===== src/rtl/multicycle_control_unit.sv =====
// Multicycle ARM-subset control unit: main FSM, ALU decoder with EOR/TST/CMN,
// condition check and NZCV flag register. Datapath controls are registered
// alongside the state; Undef, ImmSrc and RegSrc follow the instruction
// register combinationally because they depend on the instruction just loaded.
module multicycle_control_unit #(
    parameter int         ALU_CTRL_W = 3,
    parameter logic [3:0] PC_REG     = 4'd15
) (
    input  logic                  clk,
    input  logic                  reset,
    input  logic [1:0]            Op,
    input  logic [5:0]            Funct,
    input  logic [3:0]            Rd,
    input  logic [3:0]            Cond,
    input  logic [3:0]            ALUFlags,
    output logic                  PCWrite,
    output logic                  MemWrite,
    output logic                  RegWrite,
    output logic                  IRWrite,
    output logic                  AdrSrc,
    output logic [1:0]            RegSrc,
    output logic [1:0]            ALUSrcA,
    output logic [1:0]            ALUSrcB,
    output logic [1:0]            ResultSrc,
    output logic [1:0]            ImmSrc,
    output logic [ALU_CTRL_W-1:0] ALUControl,
    output logic [3:0]            Flags,
    output logic                  Undef
);

    typedef enum logic [3:0] {
        S_FETCH    = 4'd0,
        S_DECODE   = 4'd1,
        S_MEMADR   = 4'd2,
        S_MEMREAD  = 4'd3,
        S_MEMWB    = 4'd4,
        S_MEMWRITE = 4'd5,
        S_EXECUTER = 4'd6,
        S_EXECUTEI = 4'd7,
        S_ALUWB    = 4'd8,
        S_BRANCH   = 4'd9
    } state_t;

    // EOR needs the 3-bit control code; a narrower ALU cannot execute it.
    localparam logic EOR_OK = (ALU_CTRL_W >= 3) ? 1'b1 : 1'b0;

    // ARM condition field evaluation against the stored NZCV flags.
    function automatic logic cond_check(input logic [3:0] cond, input logic [3:0] nzcv);
        logic n, z, c, v, r;
        {n, z, c, v} = nzcv;
        case (cond)
            4'b0000: r = z;
            4'b0001: r = ~z;
            4'b0010: r = c;
            4'b0011: r = ~c;
            4'b0100: r = n;
            4'b0101: r = ~n;
            4'b0110: r = v;
            4'b0111: r = ~v;
            4'b1000: r = c & ~z;
            4'b1001: r = ~c | z;
            4'b1010: r = (n == v);
            4'b1011: r = (n != v);
            4'b1100: r = ~z & (n == v);
            4'b1101: r = z | (n != v);
            4'b1110: r = 1'b1;
            4'b1111: r = 1'b0;
            default: r = 1'b0;
        endcase
        return r;
    endfunction

    state_t          state_r;
    state_t          next_state_s;
    logic            condex_r;
    logic [3:0]      flags_r;

    logic            pcwrite_r, memwrite_r, regwrite_r, irwrite_r, adrsrc_r;
    logic [1:0]      alusrca_r, alusrcb_r, resultsrc_r;
    logic [ALU_CTRL_W-1:0] aluctrl_r;

    logic [3:0]      cmd_s;
    logic [2:0]      dec_ctrl_s;
    logic            nowrite_s;
    logic [1:0]      flagw_s;
    logic            cmd_undef_s;
    logic            undef_s;
    logic            cond_ok_s;
    logic            condex_next_s;
    logic            rd_pc_s;

    logic            n_pcwrite_s, n_memwrite_s, n_regwrite_s, n_irwrite_s, n_adrsrc_s;
    logic [1:0]      n_alusrca_s, n_alusrcb_s, n_resultsrc_s;
    logic [2:0]      n_aluctrl_s;

    assign cmd_s     = Funct[4:1];
    assign cond_ok_s = cond_check(Cond, flags_r);
    assign rd_pc_s   = (Rd == PC_REG);
    assign undef_s   = (Op == 2'b11) | ((Op == 2'b00) & cmd_undef_s);

    // The condition result becomes the predicate at the end of DECODE; states
    // entered from DECODE must already see that value.
    assign condex_next_s = (state_r == S_DECODE) ? cond_ok_s : condex_r;

    // ALU command decode: control code, result write suppression, flag write mask.
    always_comb begin
        dec_ctrl_s  = 3'b010;
        nowrite_s   = 1'b0;
        flagw_s     = 2'b00;
        cmd_undef_s = 1'b0;
        case (cmd_s)
            4'b0100: begin dec_ctrl_s = 3'b010; flagw_s = Funct[0] ? 2'b11 : 2'b00; end
            4'b0010: begin dec_ctrl_s = 3'b011; flagw_s = Funct[0] ? 2'b11 : 2'b00; end
            4'b0000: begin dec_ctrl_s = 3'b000; flagw_s = Funct[0] ? 2'b10 : 2'b00; end
            4'b1100: begin dec_ctrl_s = 3'b001; flagw_s = Funct[0] ? 2'b10 : 2'b00; end
            4'b0001: begin
                dec_ctrl_s  = 3'b100;
                flagw_s     = Funct[0] ? 2'b10 : 2'b00;
                cmd_undef_s = ~EOR_OK;
            end
            4'b1010: begin dec_ctrl_s = 3'b011; nowrite_s = 1'b1; flagw_s = 2'b11; end
            4'b1011: begin dec_ctrl_s = 3'b010; nowrite_s = 1'b1; flagw_s = 2'b11; end
            4'b1000: begin dec_ctrl_s = 3'b000; nowrite_s = 1'b1; flagw_s = 2'b10; end
            default: cmd_undef_s = 1'b1;
        endcase
    end

    // Next-state selection; undefined instructions return straight to FETCH.
    always_comb begin
        next_state_s = S_FETCH;
        case (state_r)
            S_FETCH:    next_state_s = S_DECODE;
            S_DECODE: begin
                if (undef_s) begin
                    next_state_s = S_FETCH;
                end else begin
                    case (Op)
                        2'b01:   next_state_s = S_MEMADR;
                        2'b00:   next_state_s = Funct[5] ? S_EXECUTEI : S_EXECUTER;
                        2'b10:   next_state_s = S_BRANCH;
                        default: next_state_s = S_FETCH;
                    endcase
                end
            end
            S_MEMADR:   next_state_s = Funct[0] ? S_MEMREAD : S_MEMWRITE;
            S_MEMREAD:  next_state_s = S_MEMWB;
            S_EXECUTER: next_state_s = S_ALUWB;
            S_EXECUTEI: next_state_s = S_ALUWB;
            S_MEMWB:    next_state_s = S_FETCH;
            S_MEMWRITE: next_state_s = S_FETCH;
            S_ALUWB:    next_state_s = S_FETCH;
            S_BRANCH:   next_state_s = S_FETCH;
            default:    next_state_s = S_FETCH;
        endcase
    end

    // Control values for the state about to be entered, registered at the edge.
    always_comb begin
        n_pcwrite_s   = 1'b0;
        n_memwrite_s  = 1'b0;
        n_regwrite_s  = 1'b0;
        n_irwrite_s   = 1'b0;
        n_adrsrc_s    = 1'b0;
        n_alusrca_s   = 2'b00;
        n_alusrcb_s   = 2'b00;
        n_resultsrc_s = 2'b00;
        n_aluctrl_s   = 3'b010;
        case (next_state_s)
            S_FETCH: begin
                n_irwrite_s = 1'b1; n_pcwrite_s = 1'b1; n_adrsrc_s = 1'b0;
                n_alusrca_s = 2'b01; n_alusrcb_s = 2'b10; n_resultsrc_s = 2'b10;
                n_aluctrl_s = 3'b010;
            end
            S_DECODE: begin
                n_alusrca_s = 2'b01; n_alusrcb_s = 2'b10; n_resultsrc_s = 2'b10;
                n_aluctrl_s = 3'b010;
            end
            S_MEMADR: begin
                n_alusrca_s = 2'b00; n_alusrcb_s = 2'b01; n_aluctrl_s = 3'b010;
            end
            S_MEMREAD:  n_adrsrc_s = 1'b1;
            S_MEMWB: begin
                n_resultsrc_s = 2'b01;
                n_regwrite_s  = condex_next_s;
                n_pcwrite_s   = condex_next_s & rd_pc_s;
            end
            S_MEMWRITE: begin
                n_adrsrc_s   = 1'b1;
                n_memwrite_s = condex_next_s;
            end
            S_EXECUTER: begin
                n_alusrca_s = 2'b00; n_alusrcb_s = 2'b00; n_aluctrl_s = dec_ctrl_s;
            end
            S_EXECUTEI: begin
                n_alusrca_s = 2'b00; n_alusrcb_s = 2'b01; n_aluctrl_s = dec_ctrl_s;
            end
            S_ALUWB: begin
                n_resultsrc_s = 2'b00;
                n_regwrite_s  = condex_next_s & ~nowrite_s;
                n_pcwrite_s   = condex_next_s & ~nowrite_s & rd_pc_s;
            end
            S_BRANCH: begin
                n_alusrca_s = 2'b10; n_alusrcb_s = 2'b01; n_resultsrc_s = 2'b10;
                n_aluctrl_s = 3'b010; n_pcwrite_s = condex_next_s;
            end
            default: n_aluctrl_s = 3'b010;
        endcase
    end

    // Main FSM: state, predicate and registered datapath controls.
    always_ff @(posedge clk or posedge reset) begin
        if (reset) begin
            state_r     <= S_FETCH;
            condex_r    <= 1'b0;
            pcwrite_r   <= 1'b1;
            irwrite_r   <= 1'b1;
            memwrite_r  <= 1'b0;
            regwrite_r  <= 1'b0;
            adrsrc_r    <= 1'b0;
            alusrca_r   <= 2'b01;
            alusrcb_r   <= 2'b10;
            resultsrc_r <= 2'b10;
            aluctrl_r   <= ALU_CTRL_W'(3'b010);
        end else begin
            state_r     <= next_state_s;
            condex_r    <= condex_next_s;
            pcwrite_r   <= n_pcwrite_s;
            irwrite_r   <= n_irwrite_s;
            memwrite_r  <= n_memwrite_s;
            regwrite_r  <= n_regwrite_s;
            adrsrc_r    <= n_adrsrc_s;
            alusrca_r   <= n_alusrca_s;
            alusrcb_r   <= n_alusrcb_s;
            resultsrc_r <= n_resultsrc_s;
            aluctrl_r   <= ALU_CTRL_W'(n_aluctrl_s);
        end
    end

    // NZCV register: updated at the end of an execute state when the predicate holds.
    always_ff @(posedge clk or posedge reset) begin
        if (reset) begin
            flags_r <= 4'b0000;
        end else if (((state_r == S_EXECUTER) || (state_r == S_EXECUTEI)) && condex_r) begin
            if (flagw_s[1]) begin
                flags_r[3:2] <= ALUFlags[3:2];
            end
            if (flagw_s[0]) begin
                flags_r[1:0] <= ALUFlags[1:0];
            end
        end
    end

    // FETCH enables are held in their registers through reset, so mask them
    // while reset is asserted.
    assign PCWrite    = pcwrite_r & ~reset;
    assign IRWrite    = irwrite_r & ~reset;
    assign MemWrite   = memwrite_r;
    assign RegWrite   = regwrite_r;
    assign AdrSrc     = adrsrc_r;
    assign ALUSrcA    = alusrca_r;
    assign ALUSrcB    = alusrcb_r;
    assign ResultSrc  = resultsrc_r;
    assign ALUControl = aluctrl_r;
    assign Flags      = flags_r;
    assign Undef      = (state_r == S_DECODE) & undef_s;
    assign ImmSrc     = Op;
    assign RegSrc     = {(Op == 2'b01), (Op == 2'b10)};

endmodule

===== config.mk =====
export PLATFORM = sky130hd
export DESIGN_NAME = multicycle_control_unit
export DESIGN_NICKNAME = d
export VERILOG_FILES = /design/src/rtl/multicycle_control_unit.sv
export SDC_FILE = /design/constraint.sdc
export NUM_CORES = 1
export LEC_CHECK = 0
export BUFFER_PORTS_ARGS = -buffer_cell sky130_fd_sc_hd__buf_2
export CORE_MARGIN = 10
export CORE_UTILIZATION = 51
export CTS_CLUSTER_SIZE = 12
export DETAILED_ROUTE_END_ITERATION = 10
export GPL_ROUTABILITY_DRIVEN = 0
export PLACE_DENSITY = 0.83
export SETUP_SLACK_MARGIN = 0.4
export SLEW_MARGIN = 25
export SYNTH_ARGS = -nofsm -noshare
export SYNTH_HDL_FRONTEND = slang
export SYNTH_SLANG_ARGS = --single-unit

===== constraint.sdc =====
create_clock -name clk -period 2.9 [get_ports clk]
set_input_delay 0.29 -clock clk [delete_from_list [all_inputs] [get_ports clk]]
set_output_delay 0.29 -clock clk [all_outputs]
set_load 0.01 [all_outputs]

==> flow_summary.yaml <==
die:
  core_area_mm2: 0.00221
  num_io_pins: 45
  fp-row-count: 17
  die_w_um: 68.2
  die_area_mm2: 0.00465
  die_h_um: 68.2
  initial_core_util_pct: 53.5
timing:
  fin_crit_sh_pct: 67.7
  finalSetupViolCount: 0
  finalHoldViolCount: 0
  rsz0062_at_grt: "no"
  period_needed_ns: 1.96
  tightest_slew_ns: 0.844
  clock_skew_ns: 0.00253
  slew_headroom_pct: 43.7
  timing.fmax_mhz: 509
  setup-tns-final_ns: 0
  drv_slew: 0
clock_network:
  clk_latency_ns: 0.31
  cts_buffers: 3
  post-cts-setup-buffer-count: 0
  cts_max_level: 1
  clock-sinks: 23
  cts_hold_buf: 0
  cts_tree: "done"
  clk_path_buf_depth: 2
  clkSlewWorstSetupHoldPaths_ns: 0.12
  clock-root-buffer: "clkbuf_4"
  cts_resized: 0
critical_path:
  reg2reg_from: "state_r[1]"
  rrSetupSlack_ns: 1.00
  crit_arrival_ns: 1.67
  reg2regPathDepth: 6
  timing_worst_setup_path_type: "reg2out"
  cp_max_fo: 8
  r2r_end: "pcwrite_r"
  critPathCaptureType: "output pin"
  worst_ep_required_time_ns: 2.61
  worstSetupStartpointType: "register"
routing:
  ant_nets: 0
  finalWirelength_um: 2730
  drt-pass1-iter-count: 4
  drt_iter0_markers: 40
  vias: 957
  drc: 0
  detail_route.wl_per_cell_um: 15.3
  vias_per_cell: 5.38
placement:
  numPortBuffers: 44
  place_area_mm2: 0.00139
  place_hpwl_um: 2260
synth:
  syn_area_per_cell_um2: 10.9
  synth_area_leaders: "dfrtp_1, dfstp_2, mux2_2"
  yosysTopAreaCell: "dfrtp_1"
  ys_seq_area_share_pct: 49.3
  ys_ff_latch: 23
  syn_inst: 109
  synth_warnings: 0
  synth_edf_count: 0
  synth_nets: 131
  syn_area_mm2: 0.00118
  synth_ff_type: "dfrtp_1"
  netlist.area_leader.share_pct: 35.9
  yosysUniqueCellTypes: 46
  async_flop_share_pct: 100
finish:
  layout-drive-gt1-share_pct: 46.7
  nets: 173
  stdcell_area_mm2: 0.00141
  n_antenna_cell: 0
  syn2layout_area_growth_pct: 19.5
  final_common_cell: "buf_2"
  layout_common_cells: "buf_2, dfrtp_1, nor2_1"
  fillCellCount: 195
worst_hold_path:
  hp-class: "in2async"
pwr:
  total_power_w: 0.00120
  p_per_area_mw_per_mm2: 845
  irDropWorstVdd_mv: 0.463
  leakage_nw: 0.692
global_routing:
  antenna_found_initial: 0
  grt_pass1_wl_um: 4440
  grt_max_degree: 24
  grt.overflow.total: 0
  first_global_vias: 1001
  grt_util_all_layers_pct: 12.4
outcome:
  outcome: "finished clean"
run:
  max_cap_viol_count: 0
==> registers in the layout, summed over array words and instances, names as in the netlist <==
signal      count
condex_r        1
ALUSrcB         2
pcwrite_r       1
RegWrite        1
MemWrite        1
Flags           4
ALUControl      3
ALUSrcA         2
state_r         4
irwrite_r       1
ResultSrc       2
AdrSrc          1
==> where the power goes <==
part | switching [W] | internal [W]
logic | 0.000277 | 0.000242
registers | 0.0000781 | 0.000452
clock network | 0.0000918 | 0.0000539
==> metrics by stage <==
step | std cells | utilization [%] | setup slack, ns | hold slack, ns
after floorplan | 109 | - | 1.09 | 0.287
after global placement | 174 | 62.7 | 1.10 | 0.494
after global routing | 178 | 63.9 | 0.870 | 0.166
final | 178 | 63.9 | 0.936 | 0.148
after detailed placement | 174 | 62.7 | 1.03 | 0.505
after CTS | 178 | 63.9 | 0.930 | 0.159
==> layer usage <==
layer | share of wire, % | vias up | global-route usage [%] | wire length (um)
li1 | - | 465 | - | -
met1 | 37 | 459 | 12.9 | 996
met2 | 53 | 28 | 22.0 | 1440
met3 | 9.0 | 5 | 4.24 | 246
met4 | 1.7 | 0 | 5.28 | 46
met5 | 0 | - | 0 | 0
==> synth_stat cells (2+ instances only) <==
master,count
dfrtp_1,17
nor2_1,8
dfstp_2,6
inv_1,5
nand2_1,5
nor2b_1,5
a21oi_1,4
mux2_2,4
nand2b_1,4
o21ai_0,4
xnor2_1,3
a21o_1,2
buf_2,2
buf_4,2
buf_6,2
nor3_1,2
nor3b_1,2
o21a_1,2
o21ai_2,2
o31ai_1,2
==> worst max-delay path by stage <==
stage / startpoint / to / slack (ns)
after CTS: state_r[1] / Undef / 0.93
after global routing: state_r[1] / Undef / 0.87
after floorplan: state_r[2] / pcwrite_r / 1.09
after detailed placement: state_r[1] / pcwrite_r / 1.03
final: state_r[1] / Undef / 0.94
after global placement: state_r[1] / pcwrite_r / 1.10
==> area by class of cell <==
type | count | area (um^2) | share of cell area [%]
sequential | 23 | 583 | 41.2
multi-input combinational | 74 | 531 | 37.5
timing repair buffer | 44 | 220 | 15.6
tap | 28 | 35.0 | 2.48
clock buffer | 4 | 26.3 | 1.86
inverter | 5 | 18.8 | 1.33
==> worst max-delay path: stages, from the launching register on <==
cell,delay (ns)
dfrtp_1,0.46
or4b_4,0.63
nor2_1,0.13
buf_2,0.14
==> cell families after synthesis <==
family,count (synthesis),synth area share [%]
compound gates,24,14.9
xor+xnor,4,2.96
mux,5,5.71
flops,23,49.3
simple gates,41,21.2
buf+inv,12,5.92
(Power assumes the default switching activity.)
